**src/rtl/intra_core_arbiter.sv**
```systemverilog
`default_nettype none
// ============================================================================
// Module  : intra_core_arbiter
// Purpose : Per-4x4-block arbiter sharing the transform/quantise core between
//           the intra4x4 luma and intra8x8 chroma datapaths.
// Revision: 1.0 - initial release
// ============================================================================
module intra_core_arbiter #(
    parameter int ROWS_PER_BLK = 4,
    parameter int FB_PER_BLK   = 16,
    parameter bit LUMA_FIRST   = 1'b1
) (
    input  logic        CLK2,
    input  logic        RESET,
    input  logic        L_REQ,
    input  logic        L_STROBE,
    input  logic [35:0] L_DATA,
    input  logic [31:0] L_BASE,
    output logic        L_GNT,
    output logic        L_READY,
    output logic        L_FBSTROBE,
    input  logic        C_REQ,
    input  logic        C_STROBE,
    input  logic [35:0] C_DATA,
    input  logic [31:0] C_BASE,
    output logic        C_GNT,
    output logic        C_READY,
    output logic        C_FBSTROBE,
    input  logic        CORE_READY,
    input  logic        CORE_FBSTROBE,
    output logic        CORE_STROBE,
    output logic [35:0] CORE_DATA,
    output logic [31:0] CORE_BASE,
    output logic        CORE_SRC,
    output logic        BUSY,
    output logic        PROTO_ERR
);

    typedef enum logic [1:0] {
        IDLE   = 2'd0,
        STREAM = 2'd1,
        FBWAIT = 2'd2
    } state_t;

    localparam logic [3:0] c_rows_term = 4'(ROWS_PER_BLK);
    localparam logic [5:0] c_fb_term   = 6'(FB_PER_BLK);

    state_t      r_state, w_state_nxt;
    logic        r_owner, r_luma_pri, r_l_gnt, r_c_gnt, r_busy, r_proto_err;
    logic        r_core_strobe;
    logic [35:0] r_core_data;
    logic [31:0] r_core_base;
    logic [3:0]  r_rowcnt;
    logic [5:0]  r_fbcnt;

    logic        w_rows_done, w_fb_done, w_rows_done_nxt, w_fb_done_nxt;
    logic        w_own_strobe, w_oth_strobe, w_ready, w_accept, w_fb_hit;
    logic        w_grant, w_grant_src, w_owner_nxt, w_err;
    logic [35:0] w_row_data;
    logic [31:0] w_row_base;

    always_comb begin
        w_rows_done     = (r_rowcnt == c_rows_term);
        w_fb_done       = (r_fbcnt == c_fb_term);
        w_own_strobe    = r_owner ? C_STROBE : L_STROBE;
        w_oth_strobe    = r_owner ? L_STROBE : C_STROBE;
        w_row_data      = r_owner ? C_DATA : L_DATA;
        w_row_base      = r_owner ? C_BASE : L_BASE;
        w_ready         = ~RESET & (r_state == STREAM) & CORE_READY & ~w_rows_done;
        w_accept        = w_own_strobe & w_ready;
        w_fb_hit        = ~RESET & CORE_FBSTROBE & (r_state != IDLE);
        // Completion includes this cycle's event so release happens at the edge
        // that consumes the last row/feedback, even when both coincide.
        w_rows_done_nxt = w_rows_done | (w_accept & (r_rowcnt == c_rows_term - 4'd1));
        w_fb_done_nxt   = w_fb_done | (w_fb_hit & (r_fbcnt == c_fb_term - 6'd1));

        w_grant     = 1'b0;
        w_grant_src = 1'b0;
        w_err       = 1'b0;
        w_state_nxt = r_state;
        case (r_state)
            IDLE: begin
                w_err = L_STROBE | C_STROBE | CORE_FBSTROBE;
                if (L_REQ | C_REQ) begin
                    w_grant     = 1'b1;
                    w_grant_src = (L_REQ & C_REQ) ? ~r_luma_pri : C_REQ;
                    w_state_nxt = STREAM;
                end
            end
            STREAM: begin
                w_err = w_oth_strobe | (w_own_strobe & ~w_ready)
                      | (w_fb_done_nxt & ~w_rows_done_nxt);
                if (w_rows_done_nxt & w_fb_done_nxt) begin
                    w_state_nxt = IDLE;
                end else if (w_rows_done_nxt) begin
                    w_state_nxt = FBWAIT;
                end
            end
            FBWAIT: begin
                w_err = L_STROBE | C_STROBE;
                if (w_fb_done_nxt) begin
                    w_state_nxt = IDLE;
                end
            end
            default: w_state_nxt = IDLE;
        endcase
        w_owner_nxt = w_grant ? w_grant_src : r_owner;
    end

    always_ff @(posedge CLK2) begin
        if (RESET) begin
            r_state       <= IDLE;
            r_owner       <= 1'b0;
            r_luma_pri    <= LUMA_FIRST;
            r_l_gnt       <= 1'b0;
            r_c_gnt       <= 1'b0;
            r_busy        <= 1'b0;
            r_proto_err   <= 1'b0;
            r_core_strobe <= 1'b0;
            r_core_data   <= '0;
            r_core_base   <= '0;
            r_rowcnt      <= '0;
            r_fbcnt       <= '0;
        end else begin
            r_state       <= w_state_nxt;
            r_owner       <= w_owner_nxt;
            r_busy        <= (w_state_nxt != IDLE);
            r_l_gnt       <= (w_state_nxt != IDLE) & ~w_owner_nxt;
            r_c_gnt       <= (w_state_nxt != IDLE) & w_owner_nxt;
            r_core_strobe <= w_accept;
            if (w_accept) begin
                r_core_data <= w_row_data;
                r_core_base <= w_row_base;
            end
            if (w_grant) begin
                r_rowcnt <= '0;
                r_fbcnt  <= '0;
            end else begin
                if (w_accept) begin
                    r_rowcnt <= r_rowcnt + 4'd1;
                end
                if (w_fb_hit & ~w_fb_done) begin
                    r_fbcnt <= r_fbcnt + 6'd1;
                end
            end
            // Owner of the block just finished gets lowest priority on the next tie.
            if ((r_state != IDLE) && (w_state_nxt == IDLE)) begin
                r_luma_pri <= r_owner;
            end
            if (w_err) begin
                r_proto_err <= 1'b1;
            end
        end
    end

    assign L_GNT       = r_l_gnt;
    assign C_GNT       = r_c_gnt;
    assign L_READY     = w_ready & ~r_owner;
    assign C_READY     = w_ready & r_owner;
    assign L_FBSTROBE  = w_fb_hit & ~r_owner;
    assign C_FBSTROBE  = w_fb_hit & r_owner;
    assign CORE_STROBE = r_core_strobe;
    assign CORE_DATA   = r_core_data;
    assign CORE_BASE   = r_core_base;
    assign CORE_SRC    = r_owner;
    assign BUSY        = r_busy;
    assign PROTO_ERR   = r_proto_err;

endmodule
`default_nettype wire

```
**config.mk**
```make
export PLATFORM = sky130hd
export DESIGN_NAME = intra_core_arbiter
export DESIGN_NICKNAME = d
export VERILOG_FILES = /design/src/rtl/intra_core_arbiter.sv
export SDC_FILE = /design/constraint.sdc
export NUM_CORES = 1
export LEC_CHECK = 0
export BUFFER_PORTS_ARGS = -buffer_cell sky130_fd_sc_hd__buf_2
export CORE_MARGIN = 2
export CORE_UTILIZATION = 44
export CTS_CLUSTER_DIAMETER = 50
export DETAILED_ROUTE_END_ITERATION = 7
export PLACE_DENSITY_LB_ADDON = 0.1
export REMOVE_ABC_BUFFERS = 1
export SLEW_MARGIN = 10
export SYNTH_ARGS = -nofsm -noshare
export SYNTH_HDL_FRONTEND = slang
export SYNTH_SLANG_ARGS = --single-unit
```
**constraint.sdc**
```tcl
create_clock -name CLK2 -period 2.6 [get_ports CLK2]
set_clock_uncertainty 0.15 [all_clocks]
set_input_delay 0.13 -clock CLK2 [delete_from_list [all_inputs] [get_ports CLK2]]
set_output_delay 0.13 -clock CLK2 [all_outputs]
set_load 0.01 [all_outputs]
```
==> impl_metrics.env, run 1 <==
export IMPL_via_per_inst=4.973
export IMPL_ys_ff_latch=87
export IMPL_cts_root_buf="clkbuf_8"
export IMPL_tightest_slew_ns=0.5454
export IMPL_leakagePower_nw=2.676
export IMPL_critPathMaxFanout=32
export IMPL_cts_buffers=9
export IMPL_grt_pass1_wl_mm=18.22
export IMPL_cp_end_kind="flip-flop"
export IMPL_cts_num_sinks=87
export IMPL_syn_to_final_growth_pct=56.84
export IMPL_ios=222
export IMPL_grt_use_total_pct=23.05
export IMPL_min_period_over_period_pct=85.23
export IMPL_avgSynthCellArea_um2=9.470
export IMPL_grt_setup_unrepaired="false"
export IMPL_multi_input_area_um2=2022
export IMPL_antenna_found_initial=0
export IMPL_synthArstFlopShare_pct=0
export IMPL_hold_viol=0
export IMPL_vias=4078
export IMPL_finalPower_w=0.002966
export IMPL_cp_required_ns=2.69
export IMPL_peakVddDrop_mv=0.3098
export IMPL_fill_cells=681
export IMPL_die_y_um=98.74
export IMPL_synth_main_ff_cell="dfxtp_1"
export IMPL_postCtsSetupBuffers=0
export IMPL_syn_cell_area_um2=3949
export IMPL_slew_headroom_pct=63.64
export IMPL_start_util_pct=45.28
export IMPL_wire_per_inst_um=14.16
export IMPL_yosysUniqueCellTypes=37
export IMPL_seq_area_um2=1745
export IMPL_clk_pin_slew_ns=0.09
export IMPL_max_freq_mhz=451.2
export IMPL_crit_arrival_ns=2.31
export IMPL_num_antenna_cells=0
export IMPL_cts_tree="built"
export IMPL_die_area_um2=9749
export IMPL_yosysWarnings=0
export IMPL_gr_total_overflow=0
export IMPL_wirelength_mm=11.61
export IMPL_crit_path_start_kind="flip-flop"
export IMPL_coreArea_um2=8721
export IMPL_gp_congestion=0.7610
export IMPL_maxCapViolCount=0
export IMPL_final_antenna_net_count=0
export IMPL_finalSetupViolCount=0
export IMPL_grt_max_degree=78
export IMPL_dp_hpwl_mm=7.537
export IMPL_grt_pass1_vias=3933
export IMPL_period_minus_slack_ns=2.216
export IMPL_first_pass_iters=4
export IMPL_clk_path_buf_depth=2
export IMPL_num_rows=34
export IMPL_critPathKind="reg -> reg"
export IMPL_synthCells=417
export IMPL_first_iter_violations=96
export IMPL_drc=0
export IMPL_synth_edf_count=0
export IMPL_h_tree_depth=3
export IMPL_p_per_area_nw_per_um2=478.9
export IMPL_die_w_um=98.74
export IMPL_insertion_delay_ns=0.34
export IMPL_status="complete, no violations"
export IMPL_final_nets=856
export IMPL_hp_class="in -> reg"
export IMPL_portBuffers=221
export IMPL_design_area_um2=6193
export IMPL_drv_slew=0
export IMPL_drive_above_1_share_pct=34.55
export IMPL_placed_area_um2=5121
export IMPL_yosysSeqAreaShare_pct=44.11
## metal layers
metal | share of wire, % | up-vias | wire [µm] | global-route usage [%]
li1 | - | 2092 | - | -
met2 | 52 | 135 | 6040 | 41.97
met5 | 0 | - | 0 | 0
met1 | 41 | 1839 | 4752 | 27.05
met4 | 1.4 | 0 | 161 | 6.639
met3 | 5.7 | 12 | 658 | 5.248
## cell usage after synthesis (all sizes together) (3+ instances only)
library cell | n | area [µm²]
a211oi | 68 | 510.5
buf | 23 | 121.4
a21oi | 3 | 15.01
nand2 | 4 | 15.01
inv | 6 | 22.52
xnor2 | 6 | 52.55
nand2b | 5 | 31.28
o21ai | 4 | 20.02
nor3 | 8 | 51.30
mux2i | 72 | 720.7
clkbuf | 11 | 41.29
dfxtp | 87 | 1742
ha | 4 | 50.05
nor2 | 91 | 341.6
## sequential cells by signal (all words and copies together) (netlist names)
register and cells:
CORE_DATA 36, CORE_BASE 32, r_fbcnt 6, r_rowcnt 4, r_state 2, BUSY 1
CORE_SRC 1, CORE_STROBE 1, C_GNT 1, L_GNT 1, PROTO_ERR 1, r_luma_pri 1
## critical path: stages, from the launching register on
cell and delay (ns):
dfxtp_1 0.41, inv_1 0.07, ha_1 0.20, and3b_1 0.22, nor3_4 0.39, buf_4 0.37
nor2_1 0.07, a211oi_1 0.23
## path summary, 6_finish.rpt
check                startpoint            end  slack (ns)  depth (start not counted)
setup reg to reg    r_rowcnt[0]   CORE_DATA[5]        0.38                          7
hold / removal       L_BASE[14]  CORE_BASE[14]       0.008                          3
setup / recovery    r_rowcnt[0]   CORE_DATA[5]        0.38                          7
hold reg to reg   CORE_DATA[21]  CORE_DATA[21]        0.35                          2
## per-stage QoR
stage | setup slack [ns] | cells | hold slack [ns] | utilization (%) | TNS, ns
floorplan | -3.971 | 383 | 0.04907 | - | -287.17
global placement | 0.4967 | 719 | 0.2887 | 58.72 | 0
detailed placement | 0.3672 | 719 | 0.3034 | 58.72 | 0
CTS | 0.3557 | 818 | 0.0009464 | 70.79 | 0
global route | 0.1863 | 820 | 0.005875 | 71.02 | 0
finish | 0.3839 | 820 | 0.007699 | 71.02 | 0
## cells by family (layout without fill, tap and decap cells)
logic type | count (synthesis) | in the layout | synth area share, %
flip-flops | 87 | 87 | 44.11
AND/OR/NAND/NOR | 123 | 123 | 14.51
adder cells (fa/ha/maj) | 4 | 4 | 1.267
XOR/XNOR | 8 | 8 | 1.774
multiplexers | 72 | 72 | 18.25
buffers and inverters | 40 | 335 | 4.689
AO/OA/AOI/OAI | 83 | 83 | 15.40
## area by class of cell
cell class                      instances  area share, %
Inverter                                6         0.3636
Sequential cell                        87          28.18
Timing Repair Buffer                  314          33.21
Clock inverter                          4          1.131
Clock buffer                           11          2.283
Tap cell                              108          2.182
Multi-Input combinational cell        290          32.65
## cell usage in the layout (no fill, tap or decap), types with 6 or more instances in the layout
cell / synthesis / routed
xnor2_1: 6 / 6
a211oi_1: 68 / 68
clkbuf_8: 0 / 10
mux2i_1: 72 / 72
nor2_1: 91 / 91
dlygate4sd3_1: 0 / 86
nor3_1: 7 / 7
inv_1: 6 / 6
buf_2: 19 / 221
dfxtp_1: 87 / 86
## power by group
| part | total [W] | leakage (nW) | internal [W] | switching [W] |
|---|---|---|---|---|
| Combinational | 0.000557 | 1.86 | 0.000313 | 0.000244 |
| Clock | 0.00101 | 0.109 | 0.000560 | 0.000448 |
| Sequential | 0.00140 | 0.706 | 0.00138 | 0.0000251 |
| Total | 0.00297 | 2.68 | 0.00225 | 0.000717 |
## repair_timing
item                                   CTS  global route
setup endpoints to repair                0             0
endpoints found under the hold margin   51             2
hold buffers                            84             2
resized for setup                        0             0
Note: power is estimated with default switching activity, not from simulation.
==> inputs of run 2 (changes only) <==
Settings changed: ABC_AREA set to 1.
==> impl_metrics.env, run 2 <==
export IMPL_status="complete, but fails checks"
export IMPL_failed_checks="negative hold slack"
export IMPL_ys_ff_latch=87
export IMPL_critPathKind="in -> reg"
export IMPL_ios=222
export IMPL_cp_common_cell="dlygate4sd3_1"
export IMPL_h_tree_depth=3
export IMPL_largest_register_ffs=36
export IMPL_final_nets=1008
export IMPL_grt_use_total_pct=30.03
export IMPL_critical_path_slowest_cell="dlygate4sd3_1"
export IMPL_synthArstFlopShare_pct=0
export IMPL_drv_slew=0
export IMPL_wire_per_inst_um=16.09
export IMPL_period_minus_slack_ns=2.547
export IMPL_avgSynthCellArea_um2=7.348
export IMPL_leakagePower_nw=3.396
export IMPL_worst_slack_ns=0.05344
export IMPL_placed_area_um2=4870
export IMPL_cpPeakStageDelay_ns=0.60
export IMPL_p_comb_share_pct=19.7
export IMPL_power_share_sequential_pct=47.2
export IMPL_design_area_um2=6626
export IMPL_critPathMaxFanout=11
export IMPL_via_per_inst=5.344
export IMPL_drive_above_1_share_pct=30.48
export IMPL_synth_top_area_cell="dfxtp_1"
export IMPL_finalSetupViolCount=0
export IMPL_cp_required_ns=2.73
export IMPL_slew_headroom_pct=49.60
export IMPL_synth_main_ff_cell="dfxtp_1"
export IMPL_final_antenna_net_count=0
export IMPL_synth_common_cells="160 x nand2_1, 87 x dfxtp_1, 68 x a31oi_1"
export IMPL_num_antenna_cells=0
export IMPL_die_y_um=96.47
export IMPL_syn_to_final_growth_pct=76.12
export IMPL_cp_end_kind="flip-flop"
export IMPL_vias=5173
export IMPL_synth_area_leaders="dfxtp_1 46%, nand2_1 16%, a31oi_1 11%"
export IMPL_grt_pass1_vias=4843
export IMPL_final_core_util_pct=80.24
export IMPL_crit_arrival_ns=2.68
export IMPL_cts_num_sinks=87
export IMPL_cts_buffers=9
export IMPL_insertion_delay_ns=0.34
export IMPL_max_freq_mhz=392.7
export IMPL_p_per_area_nw_per_um2=449.2
export IMPL_clk_pin_slew_ns=0.09
export IMPL_start_util_pct=45.56
export IMPL_wirelength_mm=15.57
export IMPL_switching_power_w=0.0007725
export IMPL_internal_power_w=0.002204
export IMPL_final_common_cell="buf_2"
export IMPL_hold_viol=1
export IMPL_hp_class="in -> reg"
export IMPL_grt_pass1_wl_mm=21.93
export IMPL_coreArea_um2=8258
export IMPL_netlist_area_leader_share_pct=46.29
export IMPL_grt_max_degree=91
export IMPL_cts_root_buf="clkbuf_8"
export IMPL_whs_ns=-0.03746
export IMPL_yosysSeqAreaShare_pct=46.29
export IMPL_clk_path_buf_depth=2
export IMPL_syn_cell_area_um2=3762
export IMPL_fill_cells=531
export IMPL_die_area_um2=9306
export IMPL_first_iter_violations=292
export IMPL_seq_area_um2=1745
export IMPL_cts_tree="built"
export IMPL_swShare_pct=25.95
export IMPL_crit_path_start_kind="primary input"
export IMPL_gr_total_overflow=0
export IMPL_antenna_found_initial=0
export IMPL_pre_cts_ws_ns=0.5755
export IMPL_grt_setup_unrepaired="true"
export IMPL_path_cells="dlygate4sd3_1 > buf_2 > clkinv_2 > nand2_1 > nor2_2 > nand2_2 > a21oi_4 > buf_4 > clkbuf_16 > o21ai_1 > a31oi_1 > dlygate4sd3_1"
export IMPL_synthCells=512
export IMPL_tightest_slew_ns=0.7560
export IMPL_drc=0
export IMPL_die_w_um=96.47
export IMPL_dp_hpwl_mm=7.654
export IMPL_yosysWarnings=0
export IMPL_portBuffers=221
export IMPL_maxCapViolCount=0
export IMPL_yosysUniqueCellTypes=23
export IMPL_num_rows=33
export IMPL_synth_edf_count=0
export IMPL_multi_input_area_um2=1745
export IMPL_gp_congestion=0.8135
export IMPL_final_cell_mix="221 x buf_2, 160 x nand2_1, 137 x dlygate4sd3_1"
export IMPL_synth_most_common_cell="nand2_1"
export IMPL_first_pass_iters=5
export IMPL_min_period_over_period_pct=97.94
export IMPL_peakVddDrop_mv=0.2976
export IMPL_clkPwrFrac_pct=33.1
## run 2: through the flow
stage	instances	setup TNS, ns	total power [W]
after floorplan	475	-124.84	0.001631
after global placement	807	0	0.001835
after detailed placement	807	0	0.001839
after CTS	959	0	0.002938
after global routing	968	-1.238	0.003100
final	968	0	0.002977
## run 2: routing by layer
layer | up-vias | track usage (%) | part of all wire, %
met2 | 277 | 55.32 | 52
li1 | 2433 | - | -
met1 | 2412 | 33.27 | 37
met4 | 0 | 12.91 | 3.2
met3 | 51 | 6.129 | 7.7
met5 | - | 0 | 0
## run 2: path summary, 6_finish.rpt
kind                                   from            to  slack [ns]  depth (start not counted)
worst max-delay path                  RESET  CORE_DATA[7]        0.05                         12
worst min-delay path              L_BASE[9]  CORE_BASE[9]       -0.04                          3
worst max register to register  r_rowcnt[0]  CORE_DATA[7]        0.06                         10
worst min register to register   r_luma_pri    r_luma_pri        0.32                          2
## run 2: power by group through the flow
stage | combinational, W | clock [W] | sequential (W)
2_1_floorplan | 0.000165 | 0 | 0.00147
3_3_place_gp | 0.000403 | 0 | 0.00143
3_5_place_dp | 0.000407 | 0 | 0.00143
4_1_cts | 0.000536 | 0.00100 | 0.00140
5_1_grt | 0.000633 | 0.00106 | 0.00141
6_report | 0.000585 | 0.000986 | 0.00141
## run 2: kinds of logic after synthesis
logic type / Yosys count / share of synthesized area [%]
and+or+nand+nor: 198 / 20.72
DFF: 87 / 46.29
AOI/OAI and AO/OA: 161 / 23.98
xor gates and xnor gates: 1 / 0.2328
buffers and inverters: 61 / 7.449
adders and majority gates: 4 / 1.330
## run 2: worst max-delay path, delay by kind of cell
kind / cells / cell delay, ns
and+or+nand+nor: 3 / 0.29
buffers and inverters: 6 / 1.69
AOI/OAI and AO/OA: 3 / 0.54
## run 2: layout make-up
class	count	share of cell area, %
clock buffers	9	1.869
multi-input cells	364	26.34
clock inverters	5	1.133
inverters	24	1.378
well taps	105	1.983
flip-flops and latches	87	26.34
repair buffers	374	40.96
## run 2: timing repair
action | 4_1_cts | 5_1_grt
setup endpoints to repair | 0 | 65
hold endpoints to repair | 73 | 0
buffers inserted | 0 | 5
hold buffers | 138 | 0
resized for setup | 0 | 8
==> inputs of run 3 (changes only) <==
Settings changed: CELL_PAD_IN_SITES_DETAIL_PLACEMENT set to 0, CELL_PAD_IN_SITES_GLOBAL_PLACEMENT set to 1, CORE_UTILIZATION 44 to 29.
==> impl_metrics.env, run 3 (synthesized netlist as in run 2, its figures left out) <==
export IMPL_die_area_um2=13900
export IMPL_cts_tree="built"
export IMPL_crit_arrival_ns=2.57
export IMPL_min_period_over_period_pct=93.88
export IMPL_leakagePower_nw=3.428
export IMPL_cts_buffers=9
export IMPL_ios=222
export IMPL_die_w_um=117.9
export IMPL_crit_family="buffers and inverters"
export IMPL_finalSetupViolCount=0
export IMPL_drv_slew=0
export IMPL_worst_slack_ns=0.1590
export IMPL_finalSetupTns_ns=0
export IMPL_r2r_cells=10
export IMPL_die_y_um=117.9
export IMPL_finalPower_w=0.003585
export IMPL_critPathKind="reg -> reg"
export IMPL_wirelength_mm=14.28
export IMPL_grt_busiest_layer="met2"
export IMPL_grt_max_degree=99
export IMPL_placed_area_um2=4954
export IMPL_grt_pass1_wl_mm=22.14
export IMPL_use_met2_pct=35.10
export IMPL_fill_cells=1262
export IMPL_clk_pin_slew_ns=0.06
export IMPL_period_minus_slack_ns=2.441
export IMPL_pre_cts_ws_ns=0.5441
export IMPL_hp_class="in -> reg"
export IMPL_design_area_um2=6800
export IMPL_num_antenna_cells=0
export IMPL_drc=0
export IMPL_max_freq_mhz=409.7
export IMPL_largest_register_ffs=36
export IMPL_grt_setup_unrepaired="false"
export IMPL_final_common_cell="buf_2"
export IMPL_regToRegSetupSlack_ns=0.16
export IMPL_cp_required_ns=2.73
export IMPL_via_per_inst=4.646
export IMPL_hold_start="L_REQ"
export IMPL_slew_headroom_pct=45.46
export IMPL_antenna_found_initial=0
export IMPL_dp_hpwl_mm=8.704
export IMPL_clk_path_buf_depth=2
export IMPL_cts_num_sinks=87
export IMPL_r2r_end="CORE_BASE[18]"
export IMPL_gp_congestion=0.7594
export IMPL_tightest_slew_ns=0.8180
export IMPL_path_cells="inv_1 > ha_1 > nand3_2 > nand2_2 > a21oi_4 > buf_4 > buf_8 > o21ai_0 > a31oi_1 > dlygate4sd3_1"
export IMPL_crit_path_start_kind="flip-flop"
export IMPL_use_met3_pct=5.669
export IMPL_hold_end="L_GNT"
export IMPL_grt_util_met1_pct=21.41
export IMPL_holdPathStages=5
export IMPL_critical_path_slowest_cell="dlygate4sd3_1"
export IMPL_cpPeakStageDelay_ns=0.56
export IMPL_num_rows=41
export IMPL_hold_viol=0
export IMPL_coreArea_um2=12620
export IMPL_vias=4795
export IMPL_first_iter_violations=191
export IMPL_critPathMaxFanout=24
export IMPL_first_pass_iters=4
export IMPL_final_cell_mix="221 x buf_2, 160 x nand2_1, 138 x dlygate4sd3_1"
export IMPL_drive_above_1_share_pct=29.88
export IMPL_final_core_util_pct=53.89
export IMPL_cp_num_buf_inv=4
export IMPL_r2r_start="r_rowcnt[0]"
export IMPL_portBuffers=221
export IMPL_peakVddDrop_mv=0.3185
export IMPL_insertion_delay_ns=0.34
export IMPL_grt_use_total_pct=19.43
export IMPL_wire_per_inst_um=13.83
export IMPL_grt_pass1_vias=4717
export IMPL_gr_total_overflow=0
export IMPL_final_nets=1003
export IMPL_maxCapViolCount=0
export IMPL_syn_to_final_growth_pct=80.74
export IMPL_cts_root_buf="clkbuf_16"
export IMPL_cp_end_kind="flip-flop"
export IMPL_start_util_pct=29.81
export IMPL_final_antenna_net_count=0
export IMPL_status="complete, no violations"
export IMPL_h_tree_depth=3
export IMPL_p_per_area_nw_per_um2=527.2
run 3: changes by cell type in the layout (fill, tap and decap cells not counted), sizes merged:
cell / change
buf: -2
bufinv: +2
clkbuf: -2
clkinv: -3
clkinvlp: +1
dlygate4sd3: +1
run 3: what timing repair did:
action,4_1_cts,5_1_grt
hold buffers,138,0
endpoints found under the hold margin,73,0
resized for setup,0,9
setup buffers,0,2
endpoints found under the setup margin,0,68
run 3: report_power, final:
part           total [W]  internal, W  switching (W)  leakage [nW]
sequential       0.00140      0.00138      0.0000239         0.706
combinational   0.000558     0.000291       0.000266          2.54
clock            0.00162      0.00109       0.000534         0.182
run 3: cell type report:
| cell class | instances | area, µm² | share of cell area [%] |
|---|---|---|---|
| repair buffers | 369 | 2625 | 38.60 |
| multi-input cells | 364 | 1745 | 25.67 |
| flip-flops and latches | 87 | 1743 | 25.63 |
| clock buffers | 11 | 252.7 | 3.717 |
| well taps | 172 | 215.2 | 3.165 |
| clock inverters | 5 | 127.6 | 1.877 |
| inverters | 24 | 91.34 | 1.343 |
run 3: worst max-delay path by stage:
stage / start / endpoint / slack, ns / cells after the start
floorplan: CORE_SRC / r_rowcnt[3] / -1.85 / 6
global placement: r_rowcnt[0] / r_rowcnt[3] / 0.55 / 9
detailed placement: r_rowcnt[0] / r_rowcnt[3] / 0.54 / 9
CTS: r_rowcnt[0] / CORE_BASE[31] / 0.07 / 9
global route: r_rowcnt[0] / CORE_DATA[27] / 0.01 / 10
finish: r_rowcnt[0] / CORE_BASE[18] / 0.16 / 10
run 3: worst min-delay path, cell delays in order:
cell     delay, ns
buf_2         0.09
nand2_1       0.05
nand3_1       0.07
nand2_1       0.06
nor2_1        0.09
run 3: routing by layer:
metal	vias up	share of wire, %
met5	-	0
met4	0	1.9
met3	17	7.3
met2	154	50
met1	2196	41
li1	2428	-
run 3: metrics by stage:
step	hold WS, ns	instances
6_report	0.04518	1032
5_1_grt	0.07500	1032
4_1_cts	0.03632	1028
3_5_place_dp	0.2439	874
3_3_place_gp	0.2473	874
2_1_floorplan	0.04907	475
